[config.mk]
export PLATFORM = sky130hd
export DESIGN_NAME = iram_loader
export DESIGN_NICKNAME = d
export VERILOG_FILES = /design/src/rtl/iram_loader_pkg.sv /design/src/rtl/iram_loader_uart_rx.sv /design/src/rtl/iram_loader.sv
export SDC_FILE = /design/constraint.sdc
export NUM_CORES = 1
export LEC_CHECK = 0
export CAP_MARGIN = 10
export CORE_MARGIN = 2
export CORE_UTILIZATION = 52
export DETAILED_ROUTE_END_ITERATION = 8
export GPL_ROUTABILITY_DRIVEN = 1
export PLACE_DENSITY = 0.75
export SYNTH_ARGS = -nofsm -noshare
export SYNTH_HDL_FRONTEND = slang
export SYNTH_HIERARCHICAL = 1
export SYNTH_SLANG_ARGS = --single-unit
[constraint.sdc]
create_clock -name clk -period 2.1 [get_ports clk]
set_input_delay 0.63 -clock clk [delete_from_list [all_inputs] [get_ports clk]]
set_output_delay 0.63 -clock clk [all_outputs]
set_load 0.02 [all_outputs]
[src/rtl/iram_loader_pkg.sv]
// Shared constants and state encodings for the serial instruction-RAM boot loader.
package iram_loader_pkg;
    localparam logic [7:0] SYNC_BYTE = 8'hA5;

    typedef enum logic [2:0] {IDLE, COUNT, DATA, CSUM, DONE, ERR} state_t;
    typedef enum logic [1:0] {RX_IDLE, RX_START, RX_DATA, RX_STOP} rx_state_t;
endpackage

[src/rtl/iram_loader_uart_rx.sv]
// 8N1 byte receiver: synchronizer, start-bit glitch rejection, mid-bit sampling.
module uart_rx
    import iram_loader_pkg::*;
#(
    parameter int clks_per_bit = 434
) (
    input  logic       clk,
    input  logic       reset,
    input  logic       rx,
    output logic       byte_valid,
    output logic [7:0] data,
    output logic       frame_err
);
    localparam int CW = $clog2(clks_per_bit);
    localparam logic [CW-1:0] HALF = CW'(clks_per_bit / 2 - 1);
    localparam logic [CW-1:0] FULL = CW'(clks_per_bit - 1);

    logic            r_s1, r_s2, r_prev;
    logic [CW-1:0]   r_cnt;
    logic [2:0]      r_bit;
    logic [7:0]      r_shift;
    logic            r_valid, r_ferr;
    rx_state_t       r_state;
    logic            w_fall;

    assign w_fall     = r_prev & ~r_s2;
    assign byte_valid = r_valid;
    assign data       = r_shift;
    assign frame_err  = r_ferr;

    always_ff @(posedge clk or negedge reset) begin
        if (!reset) begin
            r_s1    <= 1'b1;
            r_s2    <= 1'b1;
            r_prev  <= 1'b1;
            r_cnt   <= '0;
            r_bit   <= '0;
            r_shift <= '0;
            r_valid <= 1'b0;
            r_ferr  <= 1'b0;
            r_state <= RX_IDLE;
        end else begin
            r_s1    <= rx;
            r_s2    <= r_s1;
            r_prev  <= r_s2;
            r_valid <= 1'b0;
            case (r_state)
                RX_IDLE: if (w_fall) begin
                    r_cnt   <= '0;
                    r_state <= RX_START;
                end
                RX_START: if (r_cnt == HALF) begin
                    // A start bit that is high again at its centre was a glitch.
                    r_cnt   <= '0;
                    r_bit   <= '0;
                    r_state <= r_s2 ? RX_IDLE : RX_DATA;
                end else r_cnt <= r_cnt + 1'b1;
                RX_DATA: if (r_cnt == FULL) begin
                    r_cnt   <= '0;
                    r_shift <= {r_s2, r_shift[7:1]};
                    r_bit   <= r_bit + 1'b1;
                    if (r_bit == 3'd7) r_state <= RX_STOP;
                end else r_cnt <= r_cnt + 1'b1;
                RX_STOP: if (r_cnt == FULL) begin
                    r_cnt   <= '0;
                    r_valid <= 1'b1;
                    r_ferr  <= ~r_s2;
                    r_state <= RX_IDLE;
                end else r_cnt <= r_cnt + 1'b1;
                default: r_state <= RX_IDLE;
            endcase
        end
    end
endmodule

[src/rtl/iram_loader.sv]
// Boot loader: receives a framed, XOR-checksummed image over UART and writes it to instruction RAM.
module iram_loader
    import iram_loader_pkg::*;
#(
    parameter int width        = 16,
    parameter int iaddr_width  = 8,
    parameter int clks_per_bit = 434
) (
    input  logic                   clk,
    input  logic                   reset,
    input  logic                   rx,
    output logic [iaddr_width-1:0] iaddr_write,
    output logic [width-1:0]       idata_write,
    output logic                   i_write,
    output logic                   cpu_hold,
    output logic                   busy,
    output logic                   done,
    output logic                   error
);
    localparam int B    = width / 8;
    localparam int KW   = (B > 1) ? $clog2(B) : 1;
    localparam int MAXW = (iaddr_width >= 8) ? 256 : (1 << iaddr_width);

    logic                   w_bv, w_ferr;
    logic [7:0]             w_byte;
    logic [width-1:0]       w_word;
    logic [8:0]             w_n;

    state_t                 r_state;
    logic [width-1:0]       r_word, r_data;
    logic [KW-1:0]          r_k;
    logic [8:0]             r_cnt;
    logic [7:0]             r_csum;
    logic [iaddr_width-1:0] r_addr;
    logic                   r_write, r_hold, r_busy, r_done, r_err;

    uart_rx #(.clks_per_bit(clks_per_bit)) u_rx (
        .clk(clk), .reset(reset), .rx(rx),
        .byte_valid(w_bv), .data(w_byte), .frame_err(w_ferr)
    );

    always_comb begin
        w_word = r_word;
        w_word[r_k*8 +: 8] = w_byte;
    end

    assign w_n = (w_byte == 8'h00) ? 9'(MAXW) : {1'b0, w_byte};

    assign iaddr_write = r_addr;
    assign idata_write = r_data;
    assign i_write     = r_write;
    assign cpu_hold    = r_hold;
    assign busy        = r_busy;
    assign done        = r_done;
    assign error       = r_err;

    always_ff @(posedge clk or negedge reset) begin
        if (!reset) begin
            r_state <= IDLE;
            r_word  <= '0;
            r_data  <= '0;
            r_k     <= '0;
            r_cnt   <= '0;
            r_csum  <= '0;
            r_addr  <= '0;
            r_write <= 1'b0;
            r_hold  <= 1'b1;
            r_busy  <= 1'b0;
            r_done  <= 1'b0;
            r_err   <= 1'b0;
        end else begin
            r_write <= 1'b0;
            if (r_write) r_addr <= r_addr + 1'b1;
            if (w_bv) begin
                if (w_ferr && (r_state == COUNT || r_state == DATA || r_state == CSUM)) begin
                    r_state <= ERR;
                    r_busy  <= 1'b0;
                    r_err   <= 1'b1;
                end else begin
                    case (r_state)
                        IDLE, DONE, ERR: if (!w_ferr && w_byte == SYNC_BYTE) begin
                            r_state <= COUNT;
                            r_hold  <= 1'b1;
                            r_busy  <= 1'b1;
                            r_done  <= 1'b0;
                            r_err   <= 1'b0;
                        end
                        COUNT: begin
                            r_cnt   <= w_n;
                            r_addr  <= '0;
                            r_csum  <= '0;
                            r_k     <= '0;
                            r_state <= DATA;
                        end
                        DATA: begin
                            r_csum <= r_csum ^ w_byte;
                            r_word <= w_word;
                            if (r_k == KW'(B - 1)) begin
                                r_data  <= w_word;
                                r_write <= 1'b1;
                                r_k     <= '0;
                                r_cnt   <= r_cnt - 1'b1;
                                if (r_cnt == 9'd1) r_state <= CSUM;
                            end else r_k <= r_k + 1'b1;
                        end
                        CSUM: begin
                            r_busy <= 1'b0;
                            if (w_byte == r_csum) begin
                                r_state <= DONE;
                                r_done  <= 1'b1;
                                r_hold  <= 1'b0;
                            end else begin
                                r_state <= ERR;
                                r_err   <= 1'b1;
                            end
                        end
                        default: r_state <= IDLE;
                    endcase
                end
            end
        end
    end
endmodule

==> results.md <==
- Die ar.: ~8900 µm²
- Tcrit/Tclk final: 97.0%
- RSZ-0062 raised after global routing: false
- Setup bufs post-CTS: 0
- Nets: 448
- Outcome: complete, no violations
- Antenna Cells: 0
- Largest net degree at the start of global routing: 36
- Ys flop type: dfrtp_1
- Hold Buf Count CTS: 0
- Initial antenna violation count: 0
- DP Area: around 4700 µm²
- Max_cap viols: 0
- DR DRC count: 0
- Worst-Margin Slew: 0.657 ns
- CP cell instances: clkdlybuf4s50_1
- CP delay by family, top: buffers and inverters
- Layout Skew: between 0.01 and 0.015 ns
- Max Clock Freq: 491 MHz
- Via count: a little over 3000
- Synth-to-Final Area Change: 16.1%
- Maximum vdd drop: roughly 0.00039 V
- Initial Utilization: ~54%
- Distinct cells, synth: 60
- Final instance area: 4900 µm²
- Fin cells: around 540
- Worst-path clk slew: roughly 0.1 ns
- Ports: 32
- Number of vias per cell: about 5.6
- Final ANT Viol Nets: 0
- Routed len/inst: around 15 µm
- Slowest-stage cell, CP: clkdlybuf4s50_1
- Yosys Warn Count: 6
- Delay of the slowest critical-path stage: around 0.63 ns
- Asr flop ratio synth: 100%
- Critical path startpoint category: flip-flop
- Yosys reg bits: 85
- CP Max Fanout: 5
- Inserted Clock Buffers: 9
- Max-slew headroom: 56.1%
- First-pass GRT wire length: between 10000 and 15000 µm
- Final setup fails: 0
- DRT Wirelength: 8150 µm
- CP required: roughly 1.5 ns
- Core Rows: 32
- Register area: about 2100 µm²
- Register area share after synthesis: roughly half
- Post-place setup slack: 0.197 ns
- Die Wd: around 94 µm
- Pwr per Cell Area: ~670 nW/µm²
- Congestion Overflow GR: 0
- Layout cells sized above 1: 20.4%
- Max clock buf depth: 2
- Final hold vios: 0
- Syn Area/Cell: between 10 and 15 µm²
- Fin Setup TNS: 0 ns
- Leak pwr: approximately 2.3 nW
- Vias in the first global route: 2878
- Total GRT Usage: around a fifth
- Mapped cell area: 4220 µm²
- Mapped Nets: 409
- Clock Tree Root: clkbuf_8
- Min-Delay Path Class: in -> async
- Sink Count: 85
- Fill cells: 632
- CTS tree: built
- Final Power: 0.00331 W
- Post-synth EDFFs: 0
- WP data arrival: roughly 1.4 ns
- CP endpoint kind: primary output
- Multi-input logic area: between 1500 and 2000 µm²
- Final worst slack: around 0.062 ns
- Setup CP Type: reg -> out
- Placed insts: approximately 530
- First-iteration detailed-routing DRC count: approximately 130
- Tmin final: about 2 ns
- Slew Viols, Final: 0
- Drt pass-1 iters: 4
- Worst path buffer plus inverter count: 1
- Final Wtd Congestion: between 0.8 and 0.9
- Htree depth: 3
- Die height: about 94 µm
- Clk_lat worst skew: ~0.37 ns
- Cells after Synth: between 300 and 400
- DP HPWL: between 5000 and 6000 µm
- Core box area: between 7000 and 8000 µm²
- Number of port buffers: 31
## power breakdown
part           switching [W]  total [W]  leakage, nW  internal, W
Clock               0.000678    0.00115        0.103     0.000475
Combinational       0.000224   0.000362         1.02     0.000137
Sequential         0.0000949    0.00179         1.16      0.00170
## path summary, 6_finish.rpt
path / start / to / slack, ns / cells after the start
setup / recovery: iaddr_write[3]$_DFF_PN0_ / iaddr_write[3] / 0.06 / 1
hold / removal: reset / idata_write[14]$_DFFE_PN0P_ / 0.15 / 1
setup reg to reg: r_state[1]$_DFFE_PN0P_ / r_state[0]$_DFFE_PN0P_ / 0.14 / 6
hold reg to reg: u_rx/r_s1$_DFF_PN1_ / u_rx/r_s2$_DFF_PN1_ / 0.36 / 0
max in group asynchronous: reset / r_csum[2]$_DFFE_PN0P_ / 1.39 / 2
min in group clk: u_rx/r_s1$_DFF_PN1_ / u_rx/r_s2$_DFF_PN1_ / 0.36 / 0
## repair_timing
action,CTS,global route
setup endpoints to repair,2,2
hold endpoints to repair,0,0
gates resized for setup,2,2
gates cloned,0,0
pin swaps,0,0
## flip-flops by register name (all words and copies together) (netlist names), 3 cells and up, named ones only
signal / count
u_rx/r_cnt: 9
r_cnt: 9
r_csum: 8
r_word: 8
iaddr_write: 8
u_rx/r_bit: 3
u_rx/data: 8
r_state: 3
idata_write: 16
## routing by layer
| layer | vias up | routed length [µm] | GRT usage (%) |
|---|---|---|---|
| met1 | 1462 | 3810 | 28.0 |
| li1 | 1475 | - | - |
| met5 | - | 0 | 0 |
| met3 | 11 | 427 | 4.01 |
| met2 | 72 | 3800 | 31.3 |
| met4 | 0 | 113 | 7.25 |
## synthesized netlist by cell type, types with 4 or more instances
master / instances / area [µm²]
nand2_1: 26 / 97.6
dfstp_2: 4 / 105
o21ai_0: 33 / 165
dfrtp_1: 81 / 2030
xor2_1: 5 / 43.8
o22ai_1: 6 / 37.5
clkbuf_1: 13 / 48.8
inv_1: 15 / 56.3
xnor2_1: 15 / 131
ha_1: 8 / 100
nand4_1: 6 / 37.5
buf_2: 5 / 25.0
nor2_1: 40 / 150
nand2b_1: 11 / 68.8
nor3_1: 11 / 55.1
a21oi_1: 15 / 75.1
o21a_1: 4 / 30.0
mux2_2: 35 / 394
## through the flow
step | util, % | hold WS, ns
after floorplan | - | 0.334
after global placement | 60.2 | 0.346
after detailed placement | 60.2 | 0.347
after CTS | 62.7 | 0.139
after global routing | 62.8 | 0.154
final | 62.8 | 0.145
## kinds of logic after synthesis
group,Yosys count,share of synthesized area [%]
buffers and inverters,39,4.24
DFF,85,50.5
adders and majority gates,8,2.37
xor gates and xnor gates,20,4.15
AOI/OAI and AO/OA,84,12.7
and+or+nand+nor,126,16.5
muxes,36,9.57
## area by class of cell
class / instances / share of cell area [%]
repair buffers: 51 / 9.65
well taps: 102 / 2.60
clock inverters: 7 / 1.51
inverters: 16 / 1.22
clock buffers: 9 / 2.53
multi-input cells: 274 / 39.0
flip-flops and latches: 85 / 43.5
## cells in the final DEF (no fill, tap or decap), types with 2 or more instances in the layout
cell | synthesis | final
a211oi_1 | 3 | 3
a21o_1 | 2 | 2
a21oi_1 | 15 | 15
a221o_1 | 2 | 2
and3_1 | 2 | 2
and4b_1 | 2 | 2
buf_4 | 1 | 20
clkbuf_8 | 0 | 9
clkdlybuf4s50_1 | 0 | 26
clkinv_4 | 0 | 2
dfrtp_1 | 81 | 81
dfstp_2 | 4 | 4
dlygate4sd2_1 | 0 | 2
dlymetal6s2s_1 | 0 | 2
ha_1 | 8 | 8
inv_1 | 15 | 15
inv_8 | 0 | 5
mux2_2 | 35 | 35
nand2_1 | 26 | 26
nand2b_1 | 11 | 11
nand3_1 | 3 | 3
nand3b_1 | 3 | 3
nand4_1 | 6 | 6
nor2_1 | 40 | 40
nor2b_1 | 3 | 3
nor3_1 | 11 | 11
nor4_1 | 2 | 2
o21a_1 | 4 | 4
o21ai_0 | 33 | 33
o21ai_1 | 2 | 2
o22a_1 | 2 | 2
o22ai_1 | 6 | 6
o31ai_1 | 2 | 2
o41ai_1 | 2 | 2
or3_1 | 3 | 3
or4_1 | 3 | 3
xnor2_1 | 15 | 15
xor2_1 | 5 | 5
No activity file was read; power rests on OpenSTA's default activity.
